===== config.mk =====
export PLATFORM = sky130hd
export DESIGN_NAME = frame_burst_sched
export DESIGN_NICKNAME = d
export VERILOG_FILES = /design/src/rtl/frame_burst_sched_pkg.sv /design/src/rtl/frame_burst_sched.sv
export SDC_FILE = /design/constraint.sdc
export NUM_CORES = 1
export LEC_CHECK = 0
export CORE_ASPECT_RATIO = 2
export CORE_MARGIN = 2
export CORE_UTILIZATION = 44
export DETAILED_ROUTE_END_ITERATION = 10
export GPL_ROUTABILITY_DRIVEN = 0
export GPL_TIMING_DRIVEN = 1
export PLACE_DENSITY = 0.95
export SLEW_MARGIN = 20
export SYNTH_ARGS = -nofsm -noshare
export SYNTH_HDL_FRONTEND = slang
export SYNTH_SLANG_ARGS = --single-unit

===== constraint.sdc =====
create_clock -name clock -period 6.6 [get_ports clock]
set_input_delay 1.32 -clock clock [delete_from_list [all_inputs] [get_ports clock]]
set_output_delay 1.32 -clock clock [all_outputs]
set_load 0.005 [all_outputs]

===== src/rtl/frame_burst_sched_pkg.sv =====
// Shared types and defaults for the VDMA frame burst scheduler.
package frame_burst_sched_pkg;

  // Scheduler FSM states.
  typedef enum logic [2:0] {
    StIdle,
    StLoad,
    StIssue,
    StWait,
    StStep,
    StSettle,
    StFend
  } fbs_state_e;

  // Full burst length shared with the address generator's burst map derivation.
  localparam int unsigned BurstLenDefault = 64;

  // Number of cycles held in SETTLE so the address generator's edge detect catches up.
  localparam int unsigned SettleCycles = 2;

endpackage : frame_burst_sched_pkg


===== src/rtl/frame_burst_sched.sv =====
// Sequences one video frame of AXI bursts: full bursts plus an optional tail per line,
// with frame buffers rotating round-robin across NBUF bases.
module frame_burst_sched
  import frame_burst_sched_pkg::*;
#(
  parameter int unsigned ASIZE     = 29,
  parameter int unsigned NBUF      = 3,
  parameter int unsigned LCNT_W    = 12,
  parameter int unsigned BCNT_W    = 8,
  parameter int unsigned BURST_LEN = BurstLenDefault,
  parameter int unsigned LEN_W     = 8
) (
  input  logic              clock,
  input  logic              rst_n,
  input  logic              enable,
  input  logic              frame_start,
  input  logic [ASIZE-1:0]  base0,
  input  logic [ASIZE-1:0]  base1,
  input  logic [ASIZE-1:0]  base2,
  input  logic [ASIZE-1:0]  base3,
  input  logic [LCNT_W-1:0] lines,
  input  logic [BCNT_W-1:0] full_bursts,
  input  logic [LEN_W-1:0]  tail_len,
  output logic              cmd_valid,
  input  logic              cmd_ready,
  output logic [LEN_W-1:0]  cmd_len,
  input  logic              cmd_done,
  output logic              new_base,
  output logic [ASIZE-1:0]  baseaddr,
  output logic              burst_done,
  output logic              tail_done,
  output logic              busy,
  output logic              frame_done,
  output logic [1:0]        cur_buf
);

  localparam logic [LEN_W-1:0] FullLen  = LEN_W'(BURST_LEN);
  localparam logic [1:0]       LastBuf  = 2'(NBUF - 1);
  localparam logic             SettleLast = 1'(SettleCycles - 1);

  fbs_state_e        state_q, state_d;
  logic [LCNT_W-1:0] line_cnt_q, line_cnt_d;
  logic [BCNT_W-1:0] burst_cnt_q, burst_cnt_d;
  logic              settle_q, settle_d;
  logic [1:0]        cur_buf_q, cur_buf_d;
  logic [ASIZE-1:0]  base_q, base_d;
  logic [ASIZE-1:0]  base_sel;
  logic              is_tail;
  logic              line_end;
  logic              start_ok;

  // Select the base of the buffer about to be written.
  always_comb begin
    unique case (cur_buf_q)
      2'd0:    base_sel = base0;
      2'd1:    base_sel = base1;
      2'd2:    base_sel = base2;
      default: base_sel = base3;
    endcase
  end

  // Burst classification: once all full bursts are out, the current one is the tail.
  // A last full burst with no tail closes the line itself.
  always_comb begin
    is_tail  = (burst_cnt_q >= full_bursts);
    line_end = is_tail ||
               (({1'b0, burst_cnt_q} + 1'b1) == {1'b0, full_bursts} && tail_len == '0);
    start_ok = frame_start && enable && (lines != '0) &&
               ((full_bursts != '0) || (tail_len != '0));
  end

  // State and counter registers.
  always_ff @(posedge clock or negedge rst_n) begin
    if (!rst_n) begin
      state_q     <= StIdle;
      line_cnt_q  <= '0;
      burst_cnt_q <= '0;
      settle_q    <= 1'b0;
      cur_buf_q   <= '0;
      base_q      <= '0;
    end else begin
      state_q     <= state_d;
      line_cnt_q  <= line_cnt_d;
      burst_cnt_q <= burst_cnt_d;
      settle_q    <= settle_d;
      cur_buf_q   <= cur_buf_d;
      base_q      <= base_d;
    end
  end

  // Next-state logic and Moore outputs.
  always_comb begin
    state_d     = state_q;
    line_cnt_d  = line_cnt_q;
    burst_cnt_d = burst_cnt_q;
    settle_d    = settle_q;
    cur_buf_d   = cur_buf_q;
    base_d      = base_q;
    cmd_valid   = 1'b0;
    cmd_len     = '0;
    new_base    = 1'b0;
    burst_done  = 1'b0;
    tail_done   = 1'b0;
    busy        = 1'b0;
    frame_done  = 1'b0;

    unique case (state_q)
      StIdle: begin
        if (start_ok) begin
          base_d  = base_sel;
          state_d = StLoad;
        end
      end
      StLoad: begin
        new_base    = 1'b1;
        busy        = 1'b1;
        line_cnt_d  = '0;
        burst_cnt_d = '0;
        state_d     = StIssue;
      end
      StIssue: begin
        busy      = 1'b1;
        cmd_valid = 1'b1;
        cmd_len   = is_tail ? tail_len : FullLen;
        if (cmd_ready) state_d = StWait;
      end
      StWait: begin
        busy = 1'b1;
        if (cmd_done) state_d = StStep;
      end
      StStep: begin
        busy     = 1'b1;
        settle_d = 1'b0;
        if (line_end) begin
          tail_done   = 1'b1;
          burst_cnt_d = '0;
          if (line_cnt_q != lines) line_cnt_d = line_cnt_q + 1'b1;
        end else begin
          burst_done  = 1'b1;
          burst_cnt_d = burst_cnt_q + 1'b1;
        end
        state_d = StSettle;
      end
      StSettle: begin
        busy     = 1'b1;
        settle_d = 1'b1;
        if (settle_q == SettleLast) begin
          if (line_cnt_q == lines) state_d = StFend;
          else if (!enable)        state_d = StIdle;
          else                     state_d = StIssue;
        end
      end
      StFend: begin
        frame_done = 1'b1;
        cur_buf_d  = (cur_buf_q == LastBuf) ? 2'd0 : cur_buf_q + 2'd1;
        state_d    = StIdle;
      end
      default: state_d = StIdle;
    endcase
  end

  assign baseaddr = base_q;
  assign cur_buf  = cur_buf_q;

endmodule : frame_burst_sched

## After elaboration in Yosys (flattened, before gate mapping)

Index checks and enable logic that the tools add are counted.

| cells by class | value |
|---|---|
| eq/ne operators | 17 |
| mux-type cells | 25 |
| shifts and indexed selects | 0 |
| $add $sub $neg | 4 |
| reduce and logical (&&, ||, !) cells | 18 |
| $lt $le $gt $ge | 1 |
| multipliers | 0 |
| div/mod/pow operators | 0 |
| bitwise gates (word level) | 0 |

Operators by type and width:

| kind | number |
|---|---|
| one-hot mux 29 bit (3 select lines) | 1 |
| 2-to-1 mux 12 bit | 2 |
| 2-to-1 mux 8 bit | 3 |
| one-hot mux 12 bit (2 select lines) | 1 |
| one-hot mux 3 bit (6 select lines) | 1 |
| one-hot mux 8 bit (2 select lines) | 1 |
| nonzero test 8 bit | 2 |
| 2-to-1 mux 3 bit | 5 |
| adder 12 x 1 -> 12 bit, second input constant | 1 |
| == test 12 bit | 1 |
| inequality test 12 bit | 1 |
| inequality test 2 bit, second input constant | 6 |
| nonzero test 12 bit | 1 |
| adder 8 x 1 -> 9 bit, second input constant | 1 |
| == test 3 bit, second input constant | 3 |
| == test 9 x 8 -> 1 bit | 1 |
| adder 8 x 1 -> 8 bit, second input constant | 1 |
| greater-or-equal comparator 8 bit | 1 |
| logical NOT 8 bit | 1 |
| 2-to-1 mux 1 bit | 8 |
| == test 3 x 2 -> 1 bit, second input constant | 2 |
| OR reduction 5 bit | 1 |
| logical AND 1 bit | 4 |
| 2-to-1 mux 2 bit | 2 |
| 12 further kinds | 14 |

| storage, ports and cells | value |
|---|---|
| memories | 0 |
| register bits | 55 |
| output and inout bits | 45 |
| bits of input ports | 150 |
| memory bits (writable) | 0 |
| memory bits (read-only) | 0 |
| word-level logic and storage cells | 71 |
| bits in latches | 0 |

## Longest topological paths before layout

Gate-level depths: netlist of the first run.

| logic depth | value |
|---|---|
| word-level depth | 6 |
| mapped depth | 11 |
| gate-level depth less buffers | 10 |

## Least setup slack after synthesis of the first run

Ideal clock, no wire load.

| timing | value |
|---|---|
| path type | input -> output |
| start point | input port full_bursts[4] |
| end point | output port tail_done |
| path buffers | 2 |
| arrival | 2.907 ns |
| slack | 2.373 ns |
| cell stages on the path | 10 |
| path through | inv_1 ha_1 a21oi_1 nor2b_1 a2111oi_0 o21ai_0 a22oi_2 buf_6 buf_6 nor3_1 |

| on the way | value |
|---|---|
| word-level cells in the longest chain between the ends | 5 |
| elaborated cells on any way between the ends | 6 |

RTL lines:

| element | RTL line | source |
|---|---|---|
| from (decl) | frame_burst_sched.sv:22 | `input logic [BCNT_W-1:0] full_bursts,` |
| parallel branches: the longest is 2 deep, another holds greater-or-equal comparator 8 bit | -- |  |
| logical OR 1 bit * | frame_burst_sched.sv:66 | `line_end = is_tail \|\|` |
| 2-to-1 mux 1 bit * | frame_burst_sched.sv:134 | `if (line_end) begin` |
| 2-to-1 mux 1 bit * | frame_burst_sched.sv:107 | `unique case (state_q)` |
| to (decl) | frame_burst_sched.sv:31 | `output logic tail_done,` |

Every way passes the cells marked *.

## Final worst setup path of the first run

| timing | value |
|---|---|
| start point | input port full_bursts[4] |
| end point | output port burst_done |

| on the way | value |
|---|---|
| word-level cells in the longest chain between the ends | 5 |
| elaborated cells on any way between the ends | 6 |

RTL lines:

| element | RTL line | source |
|---|---|---|
| parallel branches: the longest is 2 deep, another holds greater-or-equal comparator 8 bit | -- |  |
| logical OR 1 bit * | frame_burst_sched.sv:66 |  |
| 2-to-1 mux 1 bit * | frame_burst_sched.sv:134 |  |
| 2-to-1 mux 1 bit * | frame_burst_sched.sv:107 |  |
| to (decl) | frame_burst_sched.sv:30 | `output logic burst_done,` |

Marks and branches as above.

==> results.ini, run 1 <==
[critical_path]
r2r_slack_ns = 3.80
end_kind = output port
crit_path_max_fanout = 6
crit_slowest_cell = clkdlybuf4s50_1
critical_path_cell_count = 11
start_kind = primary input
worstReg2RegStart = burst_cnt_q[4]
path_buf_inv = 4
cp_top_family = buffers and inverters
path_class = primary input to output port
ff2ff_path_depth = 9
worstReg2RegEnd = line_cnt_q[2]
crit_chain = clkdlybuf4s50_1 > inv_1 > ha_1 > a21oi_1 > nor2b_1 > a2111oi_0 > o21ai_0 > a22oi_2 > nand2_1 > inv_1 > clkdlybuf4s50_1
crit_end = burst_done
cpPeakStageDelay_ns = 0.53
crit_start = full_bursts[4]
crit_arrival_ns = 4.21
crit_required_ns = 5.28

[sta]
drv_slew = 0
fin_crit_sh = 0.838
rsz0062_at_grt = false
finalSetupViolations = 0
final.setup.tns_ns = 0
fin_hold_ws_ns = 0.506
fmax_mhz = 181
final-hold-violation-count = 0
slew_headroom = 0.337
period_minus_slack_ns = 5.53
worst_pin_slew_ns = 0.995
skew_ns = 0.00502

[power]
p_int_uw = 1170
finalPower_uw = 1780
p_sw_uw = 610
pwr-share-seq = 0.338
power_frac_comb = 0.510
p_per_area_mw_per_mm2 = 297
leakage_uw = 0.00240
pwr-share-clk = 0.152
max-vdd-ir-drop_mv = 0.224
p_sw_frac = 0.343

[global_routing]
grt_pass1_wl_um = 21300
first_global_vias = 4016
grt_max_degree = 56
antenna_found_initial = 0
grtUsageTotal = 0.284
grt_use_met2 = 0.528
grt.busiest_layer = met2
overflow = 0
grtUsageMet1 = 0.306
use_met3 = 0.0749

[drt]
avgRoutedWirePerCell_um = 21.4
drt_pass1_iterations = 5
postRouteAntennaNets = 0
via_count = 3805
route.detailed.drc = 0
drtIter0Drc = 160
routed_wl_um = 13700
via_per_inst = 5.96

[placed_design]
placed_area_mm2 = 0.00584
dp_cells = 630
place_hpwl_um = 10900
io_buffers = 194

[logic_synthesis]
synthArstFlopShare = 1.00
syn-instance-count = 353
avgSynthCellArea_um2 = 10.9
yosys-top-cells-count = dfrtp_1, mux2_2, nand2_1
yosysTopAreaCell = dfrtp_1
yosysMostFrequentCell = dfrtp_1
synth_nets = 513
synth_top_area_frac = 0.358
seq_area_frac_synth = 0.358
synth-edff-count = 0
yosysUniqueCellTypes = 50
yosys_register_bits = 55
syn_area_mm2 = 0.00384
yosys-top-cells-area = dfrtp_1, mux4_2, mux2_2
yosysWarnings = 0
ys.flop_type = dfrtp_1

[clock_network]
cts.sinks = 55
clockBufferDepth = 2
numCtsBuffers = 5
cts_resized = 0
postCtsHoldBufs = 0
clock_latency_ns = 0.29
htree_levels = 2
cts_setup_buffers = 0
clk_pin_slew_ns = 0.07
cts_root_buffer = clkbuf_16
cts_tree = done

[status]
status = finished, final reports clean

[floorplanning]
die_h_um = 136
dieArea_mm2 = 0.00955
ios = 195
coreArea_mm2 = 0.00859
rows = 48
die_x_um = 70.1
initial_core_util = 0.448

[finish]
drive_gt1_frac = 0.149
fin_nets = 697
final_area_mm2 = 0.00599
antenna-diode-count = 0
fin_cells = 638
area_growth_pct = 55.7

[hold_path]
hold_path_class = register to register
min-delay-start = baseaddr[16]

[flow_run]
drv_cap = 0

==> per-layer routing <==
metal  routed length [um]  vias up
met3                 1150       28
met2                 7420      202
met4                  450        0
met5                    0        -
met1                 4660     1882
li1                     -     1693
==> cell type report <==
cell class	count	area [um^2]
Multi-Input combinational cell	257	2290
Clock buffer	5	125
Sequential cell	55	1380
Clock inverter	3	22.5
Inverter	20	75.1
Fill cell	627	2600
Timing Repair Buffer	198	1970
Tap cell	100	125
==> layout by cell type (no fill, tap or decap), drive strengths merged, types with 8 or more instances in the layout <==
| master | synthesis | routed |
|---|---|---|
| xor2 | 16 | 16 |
| nor4 | 9 | 9 |
| mux2 | 30 | 30 |
| clkdlybuf4s50 | 0 | 193 |
| and2 | 8 | 8 |
| ha | 10 | 10 |
| nand3 | 15 | 15 |
| nor3 | 8 | 8 |
| nand2 | 30 | 30 |
| dfrtp | 55 | 55 |
| inv | 20 | 22 |
| mux4 | 29 | 29 |
| nand4 | 8 | 8 |
| o21ai | 10 | 10 |
| o211ai | 8 | 8 |
| nor2 | 14 | 14 |
==> cells by family (layout without fill, tap and decap cells) <==
group / count (synthesis) / after routing / synth area share
simple gates: 110 / 110 / 0.150
mux: 61 / 61 / 0.263
compound gates: 55 / 55 / 0.103
flops: 55 / 55 / 0.358
buf+inv: 41 / 226 / 0.0456
fa+ha+maj: 10 / 10 / 0.0325
xor+xnor: 21 / 21 / 0.0478
==> worst min-delay path by stage <==
stage / to / slack [ns] / depth (start not counted)
6_report: baseaddr[16] / 0.51 / 1
5_1_grt: baseaddr[13] / 0.52 / 1
4_1_cts: baseaddr[21] / 0.51 / 1
3_5_place_dp: baseaddr[21] / 0.49 / 1
3_3_place_gp: baseaddr[24] / 0.49 / 1
2_1_floorplan: line_cnt_q[11] / 0.47 / 1
==> stage by stage <==
stage           util  setup slack, ns
2_1_floorplan      -             2.37
3_3_place_gp   0.680             1.26
3_5_place_dp   0.680             1.12
4_1_cts        0.697             1.10
5_1_grt        0.697            0.863
6_report       0.697             1.07
==> power groups by stage <==
| stage | registers (uW) | clock network (uW) | logic [uW] |
|---|---|---|---|
| floorplan | 532 | 0 | 504 |
| finish | 601 | 270 | 906 |
| detailed placement | 608 | 0 | 903 |
| global route | 623 | 291 | 965 |
| CTS | 601 | 277 | 910 |
| global placement | 590 | 0 | 870 |
==> flip-flops by register name, indices dropped and copies added, names as in the netlist <==
name and flops:
baseaddr 29, line_cnt_q 12, burst_cnt_q 8, state_q 3, cur_buf 2, settle_q 1
Note: power is estimated with default switching activity, not from simulation.
==> run 2, diff against run 1 <==
Settings changed: CORE_UTILIZATION 44 to 37, PLACE_DENSITY 0.95 to 0.87.
Clock period 6.6 ns to 4.9 ns, I/O delays scaled along.
==> run 2 against run 1 <==
Against the previous run:
- combinational power increased by 35%
- largest cell class unchanged
- critical path depth is the same
- global-route usage is 4.9 points lower
- total power increased by 33%
- non-clock buffer count rose by 2
- cell count up 5.8%
- register-to-register slack lost 1.6 ns
- worst setup slack got worse by 0.87 ns
- largest power group unchanged
- critical endpoint unchanged
==> results.ini, run 2 (synthesis gave the netlist of run 1 again) <==
[finish]
drive_gt1_frac = 0.152  ; +0.00315
utilization = 0.595  ; -0.102
final_common_cell = clkdlybuf4s50_1
fin_nets = 699  ; +0.29%
antenna-diode-count = 0  ; unchanged
area_growth_pct = 57.2
largest_reg_flops = 29  ; unchanged
layout_common_cells = clkdlybuf4s50_1, dfrtp_1, nand2_1, mux2_2, mux4_2
final_area_mm2 = 0.00604  ; +0.96%

[sta]
drv_slew = 0  ; unchanged
fin_crit_sh = 0.960
slew_headroom = 0.353  ; +0.0167
skew_ns = 0.00548  ; +0.000456 ns
final-hold-violation-count = 0  ; unchanged
finalSetupViolations = 0  ; unchanged
period_minus_slack_ns = 4.71
rsz0062_at_grt = false
fmax_mhz = 212
layout_setup_ws_ns = 0.194  ; -0.872 ns
worst_pin_slew_ns = 0.970  ; -0.0251 ns
final.setup.tns_ns = 0  ; unchanged

[clock_network]
clock_latency_ns = 0.29  ; about the same
clockBufferDepth = 2  ; unchanged
clk_pin_slew_ns = 0.07  ; about the same
cts.sinks = 55  ; unchanged
cts_tree = done
numCtsBuffers = 5  ; unchanged
cts_root_buffer = clkbuf_16
htree_levels = 2  ; unchanged

[critical_path]
end_kind = output port
crit_arrival_ns = 3.73  ; -0.48 ns
start_kind = primary input
ff2ff_path_depth = 9  ; unchanged
crit_required_ns = 3.92  ; -1.36 ns
crit_path_max_fanout = 6  ; unchanged
r2r_slack_ns = 2.16  ; -1.64 ns
path_class = primary input to output port

[hold_path]
hold_path_class = register to register
hold_depth = 1  ; unchanged

[global_routing]
overflow = 0  ; unchanged
first_global_vias = 4019  ; +0.075%
grt_max_degree = 33  ; -41%
grt_pass1_wl_um = 21100  ; -0.94%
antenna_found_initial = 0  ; unchanged
grtUsageTotal = 0.236  ; -0.0488

[floorplanning]
rows = 52  ; +8.3%
die_x_um = 76.1  ; +8.5%
dieArea_mm2 = 0.0113  ; +18%
die_h_um = 148  ; +8.8%
ios = 195  ; unchanged
initial_core_util = 0.379  ; -0.0689
coreArea_mm2 = 0.0101  ; +18%

[placed_design]
io_buffers = 194  ; unchanged
pre_cts_slack_ns = 0.0996  ; -1.02 ns
placed_area_mm2 = 0.00590  ; +1.0%
place_hpwl_um = 10900  ; -0.11%

[status]
status = finished, final reports clean

[drt]
drtIter0Drc = 230  ; +44%
via_per_inst = 5.58  ; -6.5%
drt_pass1_iterations = 4  ; -1
routed_wl_um = 13300  ; -2.9%
route.detailed.drc = 0  ; unchanged
avgRoutedWirePerCell_um = 19.7  ; -8.2%
via_count = 3766  ; -1.0%
postRouteAntennaNets = 0  ; unchanged

[power]
leakage_uw = 0.00240  ; about the same
max-vdd-ir-drop_mv = 0.200  ; -11%
p_per_area_mw_per_mm2 = 392  ; +32%

[flow_run]
drv_cap = 0  ; unchanged

-- run 2: changes by cell type in the layout (fill, tap and decap cells not counted), sizes merged --
cell / before / now
clkinvlp: 0 / 2
inv: 22 / 20
buf: 5 / 7
-- run 2: power by group --
| group | internal (uW) | leakage (uW) | switching [uW] | total (uW) |
|---|---|---|---|---|
| registers | 611 | 0.000698 | 189 | 800 |
| clock network | 189 | 0.0000658 | 161 | 350 |
| logic | 773 | 0.00164 | 446 | 1220 |
| total | 1570 | 0.00240 | 796 | 2370 |
-- run 2: per-layer routing --
metal	wire length (um)	GRT usage
met4	604	0.130
met5	0	0
met3	952	0.0576
met2	7560	0.459
met1	4180	0.220
-- run 2: worst paths after layout --
check | start | to
hold reg to reg | baseaddr[14] | baseaddr[14]
hold / removal | baseaddr[14] | baseaddr[14]
setup reg to reg | burst_cnt_q[4] | line_cnt_q[1]
setup / recovery | full_bursts[4] | burst_done
max in group asynchronous | rst_n | cur_buf[0]
min in group asynchronous | rst_n | baseaddr[13]
-- run 2: per-stage QoR --
step | hold slack [ns] | instances | power (uW)
2_1_floorplan | 0.474 | 353 | 1400
3_3_place_gp | 0.487 | 667 | 1960
3_5_place_dp | 0.492 | 667 | 2030
4_1_cts | 0.509 | 675 | 2390
5_1_grt | 0.514 | 675 | 2490
6_report | 0.507 | 675 | 2370
-- run 2: repair_timing --
action | CTS | global route
resized for setup | 0 | 2
hold buffers | 0 | 0
endpoints found under the setup margin | 0 | 1
buffers inserted | 0 | 0
-- run 2: cell type report --
type / instances / area, um^2
Multi-Input combinational cell: 257 / 2290
Sequential cell: 55 / 1380
Inverter: 20 / 75.1
Fill cell: 774 / 4110
Clock inverter: 3 / 20.0
Clock buffer: 5 / 125
Tap cell: 135 / 169
Timing Repair Buffer: 200 / 1980
-- run 2: critical path, stage by stage --
cell and delay (ns):
clkdlybuf4s50_1 0.52, inv_1 0.09, ha_1 0.35, a21oi_1 0.17, nor2b_1 0.07, a2111oi_1 0.32
o21ai_1 0.19, a22oi_2 0.24, nand2_1 0.17, inv_1 0.11, clkdlybuf4s50_1 0.51
==> run 3, diff against run 2 <==
Settings changed: CORE_MARGIN 2 to 3, MAX_ROUTING_LAYER set to met4.
==> run 3 against run 2 <==
Against the previous run:
- worst setup slack better by 0.034 ns
- clock-buffer cell count is 1 higher
- sequential share of layout area hardly changed
- clock power hardly changed
- sequential power is 0.5% lower
- critical endpoint is now tail_done
- largest power group unchanged
==> results.ini, run 3 (synthesis gave the netlist of run 1 again) <==
[sta]
fin_crit_sh = 0.954  ; -0.00687
fmax_mhz = 214  ; +0.72%
final-hold-violation-count = 0  ; unchanged
finalSetupViolations = 0  ; unchanged
drv_slew = 0  ; unchanged
skew_ns = 0.00326  ; -0.00222 ns
slew_headroom = 0.354  ; +0.000871
period_minus_slack_ns = 4.67  ; -0.0337 ns
worst_pin_slew_ns = 0.969  ; -0.00131 ns

[placed_design]
place_hpwl_um = 10800  ; -1.1%
placed_area_mm2 = 0.00589  ; -0.13%
dp_cells = 666  ; -0.15%
io_buffers = 194  ; unchanged

[power]
max-vdd-ir-drop_mv = 0.206  ; +3.0%
p_int_uw = 1570  ; -0.18%
p_sw_uw = 768  ; -3.6%
leakage_uw = 0.00241  ; +0.18%
pwr-share-seq = 0.341  ; +0.003
power_frac_comb = 0.510  ; -0.005
pwr-share-clk = 0.150  ; +0.002
p_per_area_mw_per_mm2 = 386  ; -1.4%
p_sw_frac = 0.328  ; -0.00776

[critical_path]
crit_path_max_fanout = 3  ; -3
cpPeakStageDelay_ns = 0.52  ; about the same
crit_required_ns = 3.92  ; about the same
path_class = primary input to output port
crit_chain = clkdlybuf4s50_1 > inv_1 > ha_1 > a21oi_1 > nor2b_1 > a2111oi_0 > o21ai_1 > a22oi_2 > buf_4 > buf_4 > nor3_1 > clkdlybuf4s50_1
end_kind = output port
crit_slowest_cell = clkdlybuf4s50_1
start_kind = primary input
crit_arrival_ns = 3.69  ; -0.04 ns

[finish]
antenna-diode-count = 0  ; unchanged
fin_cells = 676  ; +0.15%
final_area_mm2 = 0.00605  ; about the same
drive_gt1_frac = 0.153  ; +0.00157
final_common_cell = clkdlybuf4s50_1
layout_common_cells = clkdlybuf4s50_1, dfrtp_1, mux2_2
fin_nets = 700  ; +0.14%
area_growth_pct = 57.3  ; about the same
largest_reg_flops = 29  ; unchanged

[drt]
routed_wl_um = 13300  ; -0.23%
postRouteAntennaNets = 0  ; unchanged
drt_pass1_iterations = 4  ; unchanged
drtIter0Drc = 166  ; -28%
route.detailed.drc = 0  ; unchanged
via_per_inst = 5.60  ; +0.36%
via_count = 3785  ; +0.50%
avgRoutedWirePerCell_um = 19.6  ; -0.38%

[global_routing]
overflow = 0  ; unchanged
first_global_vias = 4028  ; +0.22%
grtUsageTotal = 0.235  ; -0.000381
grt_pass1_wl_um = 20900  ; -0.72%
antenna_found_initial = 0  ; unchanged
grt_max_degree = 56  ; +70%

[floorplanning]
initial_core_util = 0.379  ; unchanged
dieArea_mm2 = 0.0117  ; +4.0%
ios = 195  ; unchanged
coreArea_mm2 = 0.0101  ; unchanged
die_x_um = 78.1  ; +2.6%
rows = 52  ; unchanged
die_h_um = 150  ; +1.3%

[clock_network]
htree_levels = 2  ; unchanged
cts_tree = done
cts_root_buffer = clkbuf_16
clock_latency_ns = 0.30  ; about the same
cts.sinks = 55  ; unchanged
numCtsBuffers = 5  ; unchanged
clockBufferDepth = 2  ; unchanged
clk_pin_slew_ns = 0.07  ; about the same

[flow_run]
drv_cap = 0  ; unchanged

[hold_path]
hold_path_class = register to register

[status]
status = finished, final reports clean

==> run 3: cell type report <==
type	count	area, um^2
clock buffers	6	129
clock inverters	2	12.5
fillers	846	4100
inverters	20	75.1
multi-input cells	257	2300
flip-flops and latches	55	1380
well taps	135	169
repair buffers	201	1990
==> run 3: final timing paths <==
check,start,endpoint,slack (ns),cells after the start
worst min register to register,baseaddr[12],baseaddr[12],0.51,1
worst max-delay path,full_bursts[4],tail_done,0.23,12
worst max register to register,burst_cnt_q[4],line_cnt_q[2],2.05,10
worst min-delay path,baseaddr[12],baseaddr[12],0.51,1
max in group asynchronous,rst_n,cur_buf[0],3.59,2
min in group asynchronous,rst_n,line_cnt_q[6],0.80,2
==> run 3: per-stage QoR <==
| step | setup TNS (ns) | power, uW | util | worst slack [ns] | hold slack [ns] |
|---|---|---|---|---|---|
| final | 0 | 2340 | 0.596 | 0.228 | 0.506 |
| after global routing | -0.00486 | 2480 | 0.596 | -0.00486 | 0.515 |
| after CTS | 0 | 2360 | 0.594 | 0.152 | 0.508 |
| after detailed placement | 0 | 2000 | 0.580 | 0.169 | 0.493 |
| after global placement | 0 | 1940 | 0.580 | 0.274 | 0.488 |
| after floorplan | 0 | 1400 | - | 1.35 | 0.474 |
==> run 3: worst max-delay path, delay by kind of cell <==
kind                       cells  cell delay, ns
buffers and inverters          5            1.35
AOI/OAI and AO/OA              4            0.94
adders and majority gates      1            0.32
and+or+nand+nor                2            0.11
==> run 3: timing repair <==
action,4_1_cts,5_1_grt
gates resized for setup,0,2
setup endpoints to repair,0,1
hold buffers,0,0
buffers inserted,0,2
==> run 3: power groups by stage <==
| stage | registers, uW | logic (uW) | clock network, uW |
|---|---|---|---|
| 5_1_grt | 829 | 1270 | 376 |
| 2_1_floorplan | 717 | 678 | 0 |
| 3_5_place_dp | 807 | 1190 | 0 |
| 6_report | 796 | 1190 | 350 |
| 3_3_place_gp | 788 | 1160 | 0 |
| 4_1_cts | 799 | 1200 | 361 |
==> run 3: metal layers <==
layer	track usage	share of wire
met1	0.226	0.32
met2	0.421	0.55
met3	0.0677	0.085
met4	0.124	0.044
met5	-	0
